**src/rtl/sponge_pkg.sv**
```systemverilog
// Shared sponge definitions: phase state encoding and default widths,
// common to the absorb and squeeze phases.
package sponge_pkg;

    localparam int CWIDTH_DEF      = 320;
    localparam int RWIDTH_DEF      = 32;
    localparam int REMAINWIDTH_DEF = 20;
    localparam int ROUND_COUNT_DEF = 10;

    typedef enum logic [2:0] {
        IDLE,
        LOAD,
        WAITDATA,
        XOR,
        PERM,
        DONE
    } state_type;

endpackage

```
**src/rtl/absorb_if.sv**
```systemverilog
// Absorb-phase bus: message stream, initial state, G permutation port
// and the final state handed on to the squeeze phase.
interface absorb_if #(
    parameter int CWIDTH      = sponge_pkg::CWIDTH_DEF,
    parameter int RWIDTH      = sponge_pkg::RWIDTH_DEF,
    parameter int REMAINWIDTH = sponge_pkg::REMAINWIDTH_DEF
);
    logic                   en;
    logic [REMAINWIDTH-1:0] msg_len;
    logic [RWIDTH-1:0]      r_in;
    logic [CWIDTH-1:0]      c_in;
    logic [RWIDTH-1:0]      din;
    logic                   din_valid;
    logic                   din_ready;
    logic                   Ggo;
    logic [RWIDTH-1:0]      G_rin;
    logic [CWIDTH-1:0]      G_cin;
    logic [RWIDTH-1:0]      G_rout;
    logic [CWIDTH-1:0]      G_cout;
    logic                   Gdone;
    logic [RWIDTH-1:0]      r_out;
    logic [CWIDTH-1:0]      c_out;
    logic                   absorbDone;

    // slave: the absorb block itself
    modport slave (
        input  en, msg_len, r_in, c_in, din, din_valid, G_rout, G_cout, Gdone,
        output din_ready, Ggo, G_rin, G_cin, r_out, c_out, absorbDone
    );

    // master: the surrounding system (message source, G instance, squeeze)
    modport master (
        output en, msg_len, r_in, c_in, din, din_valid, G_rout, G_cout, Gdone,
        input  din_ready, Ggo, G_rin, G_cin, r_out, c_out, absorbDone
    );
endinterface

```
**src/rtl/absorb_pad.sv**
```systemverilog
// pad10* block former: keeps the low i_remain bits of i_din and sets bit
// i_remain; a word with i_remain >= RWIDTH passes through unchanged.
module absorb_pad #(
    parameter int RWIDTH      = sponge_pkg::RWIDTH_DEF,
    parameter int REMAINWIDTH = sponge_pkg::REMAINWIDTH_DEF
) (
    input  logic [RWIDTH-1:0]      i_din,
    input  logic [REMAINWIDTH-1:0] i_remain,
    output logic [RWIDTH-1:0]      o_block
);
    genvar gi;
    generate
        for (gi = 0; gi < RWIDTH; gi++) begin : g_bit
            localparam logic [REMAINWIDTH-1:0] L_POS = REMAINWIDTH'(gi);
            // below the cut: message bit; at the cut: the pad 1; above: 0
            assign o_block[gi] = (L_POS < i_remain) ? i_din[gi] : (L_POS == i_remain);
        end
    endgenerate
endmodule

```
**src/rtl/absorb.sv**
```systemverilog
// Sponge absorb phase: XORs each padded message block into the rate and
// runs one G permutation per block, then presents the final state.
module absorb
    import sponge_pkg::*;
#(
    parameter int CWIDTH      = CWIDTH_DEF,
    parameter int RWIDTH      = RWIDTH_DEF,
    parameter int REMAINWIDTH = REMAINWIDTH_DEF
) (
    input  logic     clk,
    input  logic     reset,
    absorb_if.slave  bus
);
    localparam logic [REMAINWIDTH-1:0] L_RW = REMAINWIDTH'(RWIDTH);

    state_type              r_state, w_state_next;
    logic [RWIDTH-1:0]      r_rreg, w_rreg_next;
    logic [CWIDTH-1:0]      r_creg, w_creg_next;
    logic [REMAINWIDTH-1:0] r_remain, w_remain_next;
    logic [RWIDTH-1:0]      r_blk, w_blk_next;
    logic                   r_final, w_final_next;
    logic [RWIDTH-1:0]      w_pad;

    absorb_pad #(
        .RWIDTH      (RWIDTH),
        .REMAINWIDTH (REMAINWIDTH)
    ) u_pad (
        .i_din    (bus.din),
        .i_remain (r_remain),
        .o_block  (w_pad)
    );

    assign bus.G_rin      = r_rreg;
    assign bus.G_cin      = r_creg;
    assign bus.r_out      = r_rreg;
    assign bus.c_out      = r_creg;
    assign bus.Ggo        = (r_state == PERM);
    assign bus.absorbDone = (r_state == DONE);
    assign bus.din_ready  = (r_state == WAITDATA) && (r_remain != '0);

    always_ff @(posedge clk or posedge reset) begin
        if (reset) begin
            r_state  <= IDLE;
            r_rreg   <= '0;
            r_creg   <= '0;
            r_remain <= '0;
            r_blk    <= '0;
            r_final  <= 1'b0;
        end else begin
            r_state  <= w_state_next;
            r_rreg   <= w_rreg_next;
            r_creg   <= w_creg_next;
            r_remain <= w_remain_next;
            r_blk    <= w_blk_next;
            r_final  <= w_final_next;
        end
    end

    always_comb begin
        w_state_next  = r_state;
        w_rreg_next   = r_rreg;
        w_creg_next   = r_creg;
        w_remain_next = r_remain;
        w_blk_next    = r_blk;
        w_final_next  = r_final;

        case (r_state)
            IDLE: begin
                if (bus.en) begin
                    w_rreg_next   = bus.r_in;
                    w_creg_next   = bus.c_in;
                    w_remain_next = bus.msg_len;
                    w_state_next  = LOAD;
                end
            end
            LOAD: w_state_next = WAITDATA;
            WAITDATA: begin
                // an exhausted message still owes one pad-only block
                if (r_remain == '0) begin
                    w_blk_next   = w_pad;
                    w_final_next = 1'b1;
                    w_state_next = XOR;
                end else if (bus.din_valid) begin
                    w_blk_next = w_pad;
                    if (r_remain >= L_RW) begin
                        w_remain_next = r_remain - L_RW;
                        w_final_next  = 1'b0;
                    end else begin
                        w_remain_next = '0;
                        w_final_next  = 1'b1;
                    end
                    w_state_next = XOR;
                end
            end
            XOR: begin
                w_rreg_next  = r_rreg ^ r_blk;
                w_state_next = PERM;
            end
            PERM: begin
                if (bus.Gdone) begin
                    w_rreg_next  = bus.G_rout;
                    w_creg_next  = bus.G_cout;
                    w_state_next = r_final ? DONE : WAITDATA;
                end
            end
            DONE: begin
                if (!bus.en) w_state_next = IDLE;
            end
            default: w_state_next = IDLE;
        endcase
    end
endmodule

```
**src/flat_wrapper.sv**
```systemverilog
// flat-port wrapper written by rule: the top's interface ports become plain ports
module absorb_flat import sponge_pkg::*;
#(
    parameter int CWIDTH      = CWIDTH_DEF,
    parameter int RWIDTH      = RWIDTH_DEF,
    parameter int REMAINWIDTH = REMAINWIDTH_DEF
)
  (clk, reset, bus_en, bus_msg_len, bus_r_in, bus_c_in, bus_din, bus_din_valid, bus_G_rout, bus_G_cout, bus_Gdone, bus_din_ready, bus_Ggo, bus_G_rin, bus_G_cin, bus_r_out, bus_c_out, bus_absorbDone);
  absorb_if #(.CWIDTH(CWIDTH), .RWIDTH(RWIDTH), .REMAINWIDTH(REMAINWIDTH)) bus_i ();
  input  logic clk;
  input  logic reset;
  input wire logic [$bits(bus_i.en)-1:0] bus_en;
  input wire logic [$bits(bus_i.msg_len)-1:0] bus_msg_len;
  input wire logic [$bits(bus_i.r_in)-1:0] bus_r_in;
  input wire logic [$bits(bus_i.c_in)-1:0] bus_c_in;
  input wire logic [$bits(bus_i.din)-1:0] bus_din;
  input wire logic [$bits(bus_i.din_valid)-1:0] bus_din_valid;
  input wire logic [$bits(bus_i.G_rout)-1:0] bus_G_rout;
  input wire logic [$bits(bus_i.G_cout)-1:0] bus_G_cout;
  input wire logic [$bits(bus_i.Gdone)-1:0] bus_Gdone;
  output wire logic [$bits(bus_i.din_ready)-1:0] bus_din_ready;
  output wire logic [$bits(bus_i.Ggo)-1:0] bus_Ggo;
  output wire logic [$bits(bus_i.G_rin)-1:0] bus_G_rin;
  output wire logic [$bits(bus_i.G_cin)-1:0] bus_G_cin;
  output wire logic [$bits(bus_i.r_out)-1:0] bus_r_out;
  output wire logic [$bits(bus_i.c_out)-1:0] bus_c_out;
  output wire logic [$bits(bus_i.absorbDone)-1:0] bus_absorbDone;
  assign bus_i.en = bus_en;
  assign bus_i.msg_len = bus_msg_len;
  assign bus_i.r_in = bus_r_in;
  assign bus_i.c_in = bus_c_in;
  assign bus_i.din = bus_din;
  assign bus_i.din_valid = bus_din_valid;
  assign bus_i.G_rout = bus_G_rout;
  assign bus_i.G_cout = bus_G_cout;
  assign bus_i.Gdone = bus_Gdone;
  assign bus_din_ready = bus_i.din_ready;
  assign bus_Ggo = bus_i.Ggo;
  assign bus_G_rin = bus_i.G_rin;
  assign bus_G_cin = bus_i.G_cin;
  assign bus_r_out = bus_i.r_out;
  assign bus_c_out = bus_i.c_out;
  assign bus_absorbDone = bus_i.absorbDone;
  absorb #(.CWIDTH(CWIDTH), .RWIDTH(RWIDTH), .REMAINWIDTH(REMAINWIDTH)) u_core (.clk(clk), .reset(reset), .bus(bus_i));
endmodule
```
**config.mk**
```make
export PLATFORM = sky130hd
export DESIGN_NAME = absorb_flat
export DESIGN_NICKNAME = d
export VERILOG_FILES = /design/src/rtl/sponge_pkg.sv /design/src/rtl/absorb_if.sv /design/src/rtl/absorb_pad.sv /design/src/rtl/absorb.sv /design/src/flat_wrapper.sv
export SDC_FILE = /design/constraint.sdc
export NUM_CORES = 1
export LEC_CHECK = 0
export BUFFER_PORTS_ARGS = -buffer_cell sky130_fd_sc_hd__buf_4
export CAP_MARGIN = 5
export CELL_PAD_IN_SITES_DETAIL_PLACEMENT = 1
export CELL_PAD_IN_SITES_GLOBAL_PLACEMENT = 2
export CORE_AREA = 2 2 579 581
export DETAILED_ROUTE_END_ITERATION = 10
export DIE_AREA = 0 0 581 583
export PLACE_DENSITY = 0.39
export SETUP_SLACK_MARGIN = 0.4
export SLEW_MARGIN = 20
export SYNTH_ARGS = -nofsm -noshare
export SYNTH_HDL_FRONTEND = slang
export SYNTH_HIERARCHICAL = 1
export SYNTH_SLANG_ARGS = --single-unit
```
**constraint.sdc**
```tcl
create_clock -name clk -period 29.5 [get_ports clk]
set_input_delay 0 -clock clk [delete_from_list [all_inputs] [get_ports clk]]
set_output_delay 0 -clock clk [all_outputs]
set_load 0.01 [all_outputs]
```
==> run_results.csv, run 1 <==
group,metric,value,unit
cells_and_area,design_area,0.0466,mm2
setup_path,crit_path_end_kind,"register",
global_route,grt_pass1_wl,306000,um
yosys,synth-seq-cells,408,
yosys,synth-edff-count,0,
cells_and_area,final_common_cell,"buf_4",
setup_path,r2r_cells,8,
clock_tree,clk_pin_slew,0.06,ns
global_route,grt_pass1_vias,27400,
setup_path,cp_data_required_time,30.12,ns
timing,rsz0062_at_grt,"false",
die,core_area,0.332,mm2
timing,maxSlewHeadroom,0.234,
route,drtPass1Iterations,4,
clock_tree,cts.repair.resized,0,
place,dp_hpwl,207000,um
yosys,ys.flop_type,"dfrtp_1",
timing,tightest_slew,1.15,ns
global_route,grt_usage,0.138,
hold_path,holdCritStartpoint,"bus_c_in[186]",
global_route,grt_max_degree,149,
die,floorplan.initialDensity,0.0678,
place,dpl_cell_area,0.0360,mm2
run_status,outcome,"completed",
yosys,synth_nets,3095,
setup_path,rr_endpoint,"u_core/bus.G_cin[146]",
timing,clock.fmax,0.198,GHz
die,rows,212,
setup_path,cp.arrival,5.66,ns
yosys,synth-async-reset-ratio,1.00,
route,drtIter0Drc,1130,
clock_tree,clk_latency,0.76,ns
hold_path,min_path_cells,4,
setup_path,critical-path-slowest-cell,"buf_4",
place,gp_congestion,0.869,
route,avgRoutedWirePerCell,27.9,um
route,drcViolationCount,0,
die,ios,1468,
setup_path,reg2reg_setup_slack,24.46,ns
pwr,power_density,102,mW/mm2
die,die_area,0.339,mm2
global_route,grt_antenna_before_repair,128,
timing,fin_crit,5.04,ns
route,via_per_inst,2.98,
yosys,ys_types,60,
setup_path,max_stage_delay,0.76,ns
cells_and_area,syn_to_final_growth,107,%
hold_path,min_path_type,"primary input to register",
cells_and_area,fin_nets,4976,
die,die_x,581,um
yosys,ys_warn_count,6,
yosys,yosysSeqAreaShare,0.453,
setup_path,worstSetupPathType,"register to register",
cells_and_area,utilization,0.140,
place,io_buffers,1467,
clock_tree,htree_levels,3,
timing,hold_violations,0,
clock_tree,numCtsBuffers,71,
timing,setup_viol,0,
clock_tree,clock_sinks,408,
yosys,syn_inst,2333,
pwr,power.total,0.00474,W
pwr,power.leakage,19.8,nW
yosys,syn_area,0.0225,mm2
cells_and_area,drive_gt1_frac,0.382,
timing,maxSlewViolCount,0,
setup_path,startpoint_type,"register",
setup_path,r2r_start,"u_core/r_state[2]",
cells_and_area,layout_common_cells,"1,496 x buf_4, 819 x dlygate4sd3_1, 408 x dfrtp_1, 348 x nand2_1, 342 x o21ai_0",
global_route,grt-ovfl-total,0,
route,ant_nets,0,
flow_run,drv_cap,0,
setup_path,cp_cell_sequence,"nand2b_1 -> a211o_4 -> buf_4 -> buf_12 -> buf_4 -> buf_4 -> o21ai_1 -> dlygate4sd3_1",
hold_path,min_to,"u_core/bus.G_cin[186]",
clock_tree,clk_path_buf_depth,4,
timing,finalClockSkew,0.0632,ns
timing,whs,0.0883,ns
route,via_count,25800,
timing,fin_crit_sh,0.171,
setup_path,critical_path.max_fanout,148,
yosys,synth_area_per_cell,9.65,um2
clock_tree,cts-root-buf,"clkbuf_16",
cells_and_area,fill_cells,39100,
timing,setup_tns,0,ns
pwr,worst_ir_drop_vdd,51.3,uV
clock_tree,cts_tree,"done",
die,die_height,583,um
setup_path,path_common_cell,"buf_4",
route,drt-total-wl,242000,um
==> worst max path at each step <==
| stage | cells after the start | from | end | slack (ns) |
|---|---|---|---|---|
| CTS | 8 | u_core/r_state[2] | u_core/bus.G_cin[146] | 24.48 |
| floorplan | 1 | reset | u_core/bus.G_cin[0] | 18.15 |
| detailed placement | 7 | u_core/r_state[2] | u_core/bus.G_cin[132] | 24.98 |
| finish | 8 | u_core/r_state[2] | u_core/bus.G_cin[146] | 24.46 |
| global placement | 7 | u_core/r_state[2] | u_core/bus.G_cin[135] | 25.05 |
| global route | 9 | u_core/r_state[2] | u_core/bus.G_cin[146] | 24.07 |
==> metrics by stage <==
| stage | setup slack [ns] | cells |
|---|---|---|
| 3_3_place_gp | 25.05 | 7707 |
| 5_1_grt | 24.07 | 8655 |
| 3_5_place_dp | 24.98 | 7708 |
| 4_1_cts | 24.48 | 8649 |
| 6_report | 24.46 | 8677 |
| 2_1_floorplan | 18.15 | 2333 |
==> cells by family after synthesis <==
group / after synthesis / share of synthesized area
compound gates: 528 / 0.134
xor+xnor: 2 / 0.000778
fa+ha+maj: 1 / 0.000556
buf+inv: 523 / 0.151
flops: 408 / 0.453
mux: 355 / 0.160
simple gates: 516 / 0.100
==> worst max-delay path, delay by kind of cell, from the launching register on <==
| kind | cells | cell delay (ns) |
|---|---|---|
| AND/OR/NAND/NOR | 1 | 0.23 |
| buffers and inverters | 5 | 3.01 |
| flip-flops | 1 | 0.46 |
| AO/OA/AOI/OAI | 2 | 0.65 |
==> power by group <==
group / internal, W / leakage, nW / switching (W)
clock: 0.000523 / 1.11 / 0.000351
sequential: 0.000836 / 5.03 / 0.000444
combinational: 0.00111 / 13.7 / 0.00148
==> area by class of cell <==
type / count / area [um2] / area share
Clock inverter: 17 / 243 / 0.00521
Multi-Input combinational cell: 1402 / 8950 / 0.192
Antenna cell: 27 / 67.6 / 0.00145
Timing Repair Buffer: 2320 / 19500 / 0.419
Tap cell: 4387 / 5490 / 0.118
Sequential cell: 408 / 10200 / 0.219
Clock buffer: 105 / 2050 / 0.0439
Inverter: 11 / 48.8 / 0.00105
==> timing repair <==
| action | in CTS | in global routing |
|---|---|---|
| hold endpoints to repair | 533 | 0 |
| setup buffers | 0 | 0 |
| hold buffers | 819 | 0 |
==> flip-flops by register name (all words and copies together), names as in the netlist <==
name and cells:
u_core/r_state 3, u_core/r_blk 32, u_core/r_final 1, u_core/bus.G_rin 32, u_core/r_remain 20, u_core/bus.G_cin 320
==> cells in the mapped netlist, types with 3 or more instances <==
cell type	count	area (um2)
dfrtp_1	408	10200
buf_4	355	2670
nand2_1	348	1310
o21ai_0	342	1710
mux2i_1	321	3210
clkbuf_1	93	349
nor2_1	61	229
buf_2	59	295
o21ai_1	57	285
mux2_1	33	372
a221oi_1	32	280
nor3b_1	31	233
nor3_1	21	105
a21oi_1	20	100
a22o_1	12	105
inv_1	11	41.3
nand3_1	11	55.1
a2bb2oi_1	10	87.6
o22ai_1	8	50.1
o2bb2ai_1	7	61.3
o31ai_1	7	52.6
nor4_2	6	75.1
a31oi_1	5	31.3
nand4_1	5	31.3
nor4_1	5	31.3
a22oi_1	4	30.0
and2_1	4	25.0
and3_1	4	25.0
buf_6	4	45.0
nand2b_1	4	25.0
o211ai_1	4	30.0
or3_1	3	18.8
or4_1	3	22.5
==> layer usage <==
metal | vias up | part of all wire | track usage
met5 | - | 0.0021 | 0
li1 | 11600 | - | -
met4 | 80 | 0.017 | 0.0200
met3 | 311 | 0.11 | 0.0691
met1 | 12600 | 0.40 | 0.159
met2 | 1206 | 0.47 | 0.232
(Power assumes the default switching activity.)
==> inputs of run 2 (changes only) <==
--- a/config.mk
+++ b/config.mk
@@ -5,14 +5,15 @@
 export SDC_FILE = /design/constraint.sdc
 export NUM_CORES = 1
 export LEC_CHECK = 0
+export ABC_AREA = 1
 export BUFFER_PORTS_ARGS = -buffer_cell sky130_fd_sc_hd__buf_4
 export CAP_MARGIN = 5
 export CELL_PAD_IN_SITES_DETAIL_PLACEMENT = 1
 export CELL_PAD_IN_SITES_GLOBAL_PLACEMENT = 2
-export CORE_AREA = 2 2 579 581
+export CORE_AREA = 2 2 580 582
 export DETAILED_ROUTE_END_ITERATION = 10
-export DIE_AREA = 0 0 581 583
-export PLACE_DENSITY = 0.39
+export DIE_AREA = 0 0 582 584
+export PLACE_DENSITY = 0.41
 export SETUP_SLACK_MARGIN = 0.4
 export SLEW_MARGIN = 20
 export SYNTH_ARGS = -nofsm -noshare
==> constraint.sdc (replaced) <==
create_clock -name clk -period 4.4 [get_ports clk]
set_input_delay 0 -clock clk [delete_from_list [all_inputs] [get_ports clk]]
set_output_delay 0 -clock clk [all_outputs]
set_load 0.01 [all_outputs]
==> run_results.csv, run 2 <==
group,metric,value,unit
die,die_area,0.340,mm2
timing,setup_tns,0,ns
clock_tree,cts.repair.resized,0,
hold_path,min_to,"u_core/bus.G_cin[262]",
pwr,power_density,751,mW/mm2
yosys,yosys-top-cells-area,"dfrtp_1 45%, nand2_1 16%, buf_4 12%, a31oi_1 8.7%, nor2_1 6.6%",
timing,clock.fmax,0.304,GHz
cells_and_area,area.sequential,0.0102,mm2
cells_and_area,multi_input_area,0.00890,mm2
timing,fin_crit_sh,0.748,
clock_tree,cts_tree,"done",
route,avgRoutedWirePerCell,29.5,um
clock_tree,clock_sinks,408,
run_status,outcome,"completed",
pwr,worst_ir_drop_vdd,296,uV
pwr,switchingPower,0.0175,W
timing,finalClockSkew,0.0270,ns
timing,setup_viol,0,
flow_run,drv_cap,0,
route,drt-total-wl,279000,um
cells_and_area,drive_gt1_frac,0.329,
yosys,synth_top_area_frac,0.446,
global_route,grt_usage,0.158,
setup_path,cp.arrival,3.99,ns
die,ios,1468,
pwr,netSwitchingFraction,0.485,
cells_and_area,fin_nets,5735,
global_route,grt-ovfl-total,0,
pwr,power.leakage,20.9,nW
yosys,synth_area_per_cell,7.66,um2
timing,hold_violations,0,
pwr,pwr-share-clk,0.162,
cells_and_area,fill_cells,39600,
yosys,ys_warn_count,6,
global_route,grt_pass1_wl,351000,um
global_route,grt_max_degree,120,
timing,fin_crit,3.29,ns
yosys,yosysSeqAreaShare,0.446,
yosys,synth_nets,3752,
setup_path,crit_path_end_kind,"register",
route,via_count,30000,
global_route,grt_antenna_before_repair,162,
yosys,synth_top_area_cell,"dfrtp_1",
yosys,synth-seq-cells,408,
yosys,syn_inst,2990,
yosys,syn_area,0.0229,mm2
die,rows,212,
setup_path,critical_path.max_fanout,119,
yosys,ys_types,35,
pwr,p_seq_frac,0.238,
pwr,p_comb_frac,0.600,
cells_and_area,final_common_cell,"buf_4",
yosys,ys.flop_type,"dfrtp_1",
setup_path,cp_data_required_time,5.10,ns
clock_tree,htree_levels,3,
die,die_x,582,um
clock_tree,cts-root-buf,"clkbuf_16",
pwr,intPower,0.0186,W
die,core_area,0.333,mm2
die,floorplan.initialDensity,0.0688,
yosys,synth.most_common_cell,"nand2_1",
setup_path,r2r_start,"u_core/r_state[1]",
clock_tree,clk_path_buf_depth,4,
setup_path,reg2reg_setup_slack,1.11,ns
global_route,grt_pass1_vias,32100,
hold_path,holdCritStartpoint,"bus_G_cout[262]",
route,drcViolationCount,0,
route,drtIter0Drc,1459,
timing,rsz0062_at_grt,"false",
route,drtPass1Iterations,5,
setup_path,rr_endpoint,"u_core/bus.G_cin[134]",
setup_path,startpoint_type,"register",
cells_and_area,largest_register_ffs,320,
timing,tightest_slew,0.817,ns
cells_and_area,layout_common_cells,"1,500 x buf_4, 976 x nand2_1, 922 x dlygate4sd3_1, 408 x dfrtp_1, 399 x nor2_1",
route,via_per_inst,3.18,
clock_tree,clk_pin_slew,0.06,ns
place,dp_hpwl,237000,um
route,ant_nets,0,
hold_path,min_path_cells,4,
setup_path,startpoint,"u_core/r_state[1]",
yosys,synth-edff-count,0,
place,gp_congestion,0.883,
yosys,synth-async-reset-ratio,1.00,
setup_path,r2r_cells,10,
pwr,power.total,0.0361,W
clock_tree,numCtsBuffers,73,
setup_path,worstSetupPathType,"register to register",
hold_path,min_path_type,"primary input to register",
place,io_buffers,1467,
die,die_height,584,um
clock_tree,post-cts-setup-buffers,0,
cells_and_area,syn_to_final_growth,110,%
clock_tree,clk_latency,0.75,ns
yosys,synth_common_cells,"977 x nand2_1, 408 x dfrtp_1, 400 x nor2_1",
timing,maxSlewHeadroom,0.455,
timing,maxSlewViolCount,0,
==> run 2: power groups by stage <==
stage | logic [W] | registers (W) | clock network (W)
finish | 0.0217 | 0.00861 | 0.00584
global route | 0.0234 | 0.00885 | 0.00627
CTS | 0.0221 | 0.00867 | 0.00616
detailed placement | 0.0185 | 0.00870 | 0
global placement | 0.0184 | 0.00861 | 0
floorplan | 0.00804 | 0.00780 | 0
==> run 2: through the flow <==
stage / hold slack (ns) / setup WS (ns) / utilization / cells / area (um2)
finish: 0.0887 / 1.11 / 0.145 / 9446 / 48100
global placement: 0.197 / 1.67 / 0.110 / 8363 / 36500
detailed placement: 0.198 / 1.61 / 0.110 / 8363 / 36500
global route: 0.0283 / 0.841 / 0.144 / 9428 / 48100
CTS: 0.000292 / 1.05 / 0.144 / 9410 / 48000
floorplan: 0.117 / -1.10 / - / 2990 / 22900
==> run 2: timing repair <==
item / in CTS / in global routing
hold buffers: 922 / 0
endpoints found under the setup margin: 0 / 0
hold endpoints to repair: 495 / 0
==> run 2: cells by family (layout without fill, tap and decap cells) <==
family / Yosys count / in the layout / share of synthesized area
fa+ha+maj: 1 / 1 / 0.000546
flops: 408 / 408 / 0.446
compound gates: 421 / 421 / 0.114
simple gates: 1507 / 1507 / 0.259
buf+inv: 615 / 2648 / 0.166
other cells: 0 / 36 / 0
xor+xnor: 38 / 38 / 0.0145
==> run 2: worst max path at each step <==
| stage | endpoint | slack (ns) | cells after the start |
|---|---|---|---|
| 2_1_floorplan | u_core/bus.G_cin[0] | -1.10 | 1 |
| 3_3_place_gp | u_core/bus.G_cin[78] | 1.67 | 9 |
| 3_5_place_dp | u_core/bus.G_cin[157] | 1.61 | 9 |
| 4_1_cts | u_core/bus.G_cin[249] | 1.05 | 10 |
| 5_1_grt | u_core/bus.G_cin[150] | 0.84 | 10 |
| 6_report | u_core/bus.G_cin[134] | 1.11 | 10 |
==> run 2: routing by layer <==
layer / up-vias / GRT usage / wire length [um]
li1: 13400 / - / -
met1: 14800 / 0.189 / 115000
met2: 1365 / 0.251 / 124000
met3: 386 / 0.0816 / 32200
met4: 98 / 0.0317 / 6550
met5: - / 0.00588 / 874
==> run 2: layout make-up <==
cell class / instances / area share
Timing Repair Buffer: 2438 / 0.432
Sequential cell: 408 / 0.212
Multi-Input combinational cell: 1967 / 0.185
Tap cell: 4387 / 0.114
Clock buffer: 111 / 0.0454
Inverter: 85 / 0.00686
Clock inverter: 14 / 0.00226
Antenna cell: 36 / 0.00187
==> run 2: worst max-delay path: stages, from the launching register on <==
cell	delay, ns
dfrtp_1	0.43
inv_2	0.08
nand2_1	0.13
nor2_4	0.29
nand2_1	0.14
nand2_4	0.50
buf_4	0.27
buf_12	0.34
nor2_1	0.10
a31oi_1	0.17
dlygate4sd3_1	0.56
==> inputs of run 3 (changes only) <==
--- a/config.mk
+++ b/config.mk
@@ -10,9 +10,9 @@
 export CAP_MARGIN = 5
 export CELL_PAD_IN_SITES_DETAIL_PLACEMENT = 1
 export CELL_PAD_IN_SITES_GLOBAL_PLACEMENT = 2
-export CORE_AREA = 2 2 580 582
+export CORE_AREA = 2 2 569 571
 export DETAILED_ROUTE_END_ITERATION = 10
-export DIE_AREA = 0 0 582 584
+export DIE_AREA = 0 0 571 573
 export PLACE_DENSITY = 0.41
 export SETUP_SLACK_MARGIN = 0.4
 export SLEW_MARGIN = 20
==> constraint.sdc (replaced) <==
create_clock -name clk -period 3.2 [get_ports clk]
set_input_delay 0 -clock clk [delete_from_list [all_inputs] [get_ports clk]]
set_output_delay 0 -clock clk [all_outputs]
set_load 0.01 [all_outputs]
==> run_results.csv, run 3 (synthesis gave the netlist of run 2 again) <==
group,metric,value,unit
run_status,outcome,"completed",
die,ios,1468,
setup_path,cp_cell_sequence,"inv_2 -> nand2_1 -> nor2_4 -> inv_8 -> buf_12 -> nand2_1 -> a31oi_1 -> dlygate4sd3_1",
die,die_area,0.327,mm2
clock_tree,clock_sinks,408,
place,dp_hpwl,237000,um
cells_and_area,final_common_cell,"buf_4",
timing,clock.fmax,0.350,GHz
route,via_count,29900,
timing,maxSlewViolCount,0,
timing,rsz0062_at_grt,"true",
timing,finalClockSkew,0.0265,ns
setup_path,cp.arrival,3.50,ns
clock_tree,clk_latency,0.75,ns
cells_and_area,fin_nets,5705,
pwr,worst_ir_drop_vdd,384,uV
cells_and_area,fill_cells,38000,
timing,whs,0.0518,ns
clock_tree,numCtsBuffers,73,
global_route,grt_pass1_vias,31600,
route,drtIter0Drc,1371,
setup_path,path_delay_family,"buffers and inverters",
die,rows,208,
cells_and_area,finalNonFillerCells,9346,
place,io_buffers,1467,
setup_path,cp_data_required_time,3.84,ns
timing,hold_violations,0,
global_route,grt-ovfl-total,0,
global_route,grt_pass1_wl,345000,um
timing,tightest_slew,1.00,ns
clock_tree,htree_levels,3,
setup_path,cp_num_buf_inv,4,
flow_run,drv_cap,0,
route,drt-total-wl,274000,um
cells_and_area,syn_to_final_growth,109,%
setup_path,crit_path_end_kind,"register",
setup_path,max_stage_delay,0.57,ns
route,avgRoutedWirePerCell,29.3,um
route,drcViolationCount,0,
clock_tree,clk_pin_slew,0.05,ns
clock_tree,clk_path_buf_depth,4,
global_route,grt_usage,0.161,
setup_path,critical-path-slowest-cell,"dlygate4sd3_1",
cells_and_area,layout_common_cells,"1,520 x buf_4, 976 x nand2_1, 864 x dlygate4sd3_1, 408 x dfrtp_1, 399 x nor2_1",
timing,fin_crit_sh,0.893,
timing,fin_crit,2.86,ns
timing,setup_viol,0,
clock_tree,cts-root-buf,"clkbuf_16",
global_route,grt_max_degree,127,
setup_path,worstSetupPathType,"register to register",
hold_path,min_path_type,"primary input to async pin",
route,ant_nets,0,
cells_and_area,utilization,0.149,
setup_path,critical_path.max_fanout,113,
setup_path,path_common_cell,"nand2_1",
route,via_per_inst,3.20,
route,drtPass1Iterations,5,
place,gp_congestion,0.911,
cells_and_area,largest_register_ffs,320,
die,floorplan.initialDensity,0.0715,
die,die_height,573,um
cells_and_area,drive_gt1_frac,0.338,
place,placedCellCount,8307,
pwr,power_density,971,mW/mm2
global_route,grt_antenna_before_repair,176,
pwr,power.leakage,21.1,nW
clock_tree,cts_tree,"done",
setup_path,startpoint_type,"register",
die,core_area,0.320,mm2
die,die_x,571,um
timing,maxSlewHeadroom,0.333,
run 3: changes by cell type in the layout (fill, tap and decap cells not counted), moves of 3 or more:
cell / change
clkbuf_1: -8
diode_2: +13
dlygate4sd3_1: -58
clkbuf_16: -3
buf_4: +20
bufinv_16: +3
buf_12: +6
clkbuf_8: +7
run 3: worst reg2reg max path, cell delays in order, from the launching register on:
cell,delay (ns)
dfrtp_1,0.43
inv_2,0.08
nand2_1,0.12
nor2_4,0.39
inv_8,0.18
buf_12,0.23
nand2_1,0.63
a31oi_1,0.10
dlygate4sd3_1,0.57
run 3: area by class of cell:
cell class,count,area (um2),area share
Tap cell,4305,5390,0.113
Timing Repair Buffer,2407,20500,0.428
Antenna cell,49,123,0.00256
Multi-Input combinational cell,1968,8920,0.186
Sequential cell,408,10200,0.213
Inverter,85,330,0.00690
Clock inverter,17,220,0.00460
Clock buffer,107,2180,0.0454
run 3: routing by layer:
metal  vias to the layer above  GRT usage  wire [um]  part of all wire
li1                      13400          -          -                 -
met1                     14700      0.189     111000              0.41
met2                      1339      0.259     123000              0.45
met3                       392     0.0853      32700              0.12
met4                       106     0.0343       7080             0.026
met5                         -          0        648            0.0024
run 3: per-stage QoR:
stage | setup slack, ns | instance area, um2 | setup TNS (ns) | power, W
floorplan | -2.30 | 22900 | -937.45 | 0.0218
global placement | 0.649 | 36700 | 0 | 0.0373
detailed placement | 0.629 | 36700 | 0 | 0.0374
CTS | 0.423 | 47700 | 0 | 0.0477
global route | 0.312 | 47800 | 0 | 0.0495
finish | 0.343 | 47900 | 0 | 0.0465
run 3: path summary, 6_finish.rpt:
path | slack (ns) | from | end | cells after the start
hold / removal | 0.05 | reset | u_core/bus.G_cin[261] | 3
setup reg to reg | 0.34 | u_core/r_state[1] | u_core/bus.G_cin[291] | 8
max in group asynchronous | 1.87 | reset | u_core/bus.G_cin[244] | 4
setup / recovery | 0.34 | u_core/r_state[1] | u_core/bus.G_cin[291] | 8
min in group clk | 0.09 | bus_c_in[18] | u_core/bus.G_cin[18] | 4
hold reg to reg | 0.50 | u_core/r_blk[5] | u_core/r_blk[5] | 2
run 3: where the power goes:
part,leakage (nW),switching (W),total (W),internal (W)
logic,15.3,0.0164,0.0266,0.0102
registers,4.61,0.00393,0.0117,0.00775
clock network,1.18,0.00325,0.00826,0.00501
run 3: timing repair:
item / CTS / global route
gates resized for setup: 0 / 2
endpoints found under the setup margin: 0 / 15
setup buffers: 0 / 1
hold endpoints to repair: 486 / 0
hold buffers: 864 / 0
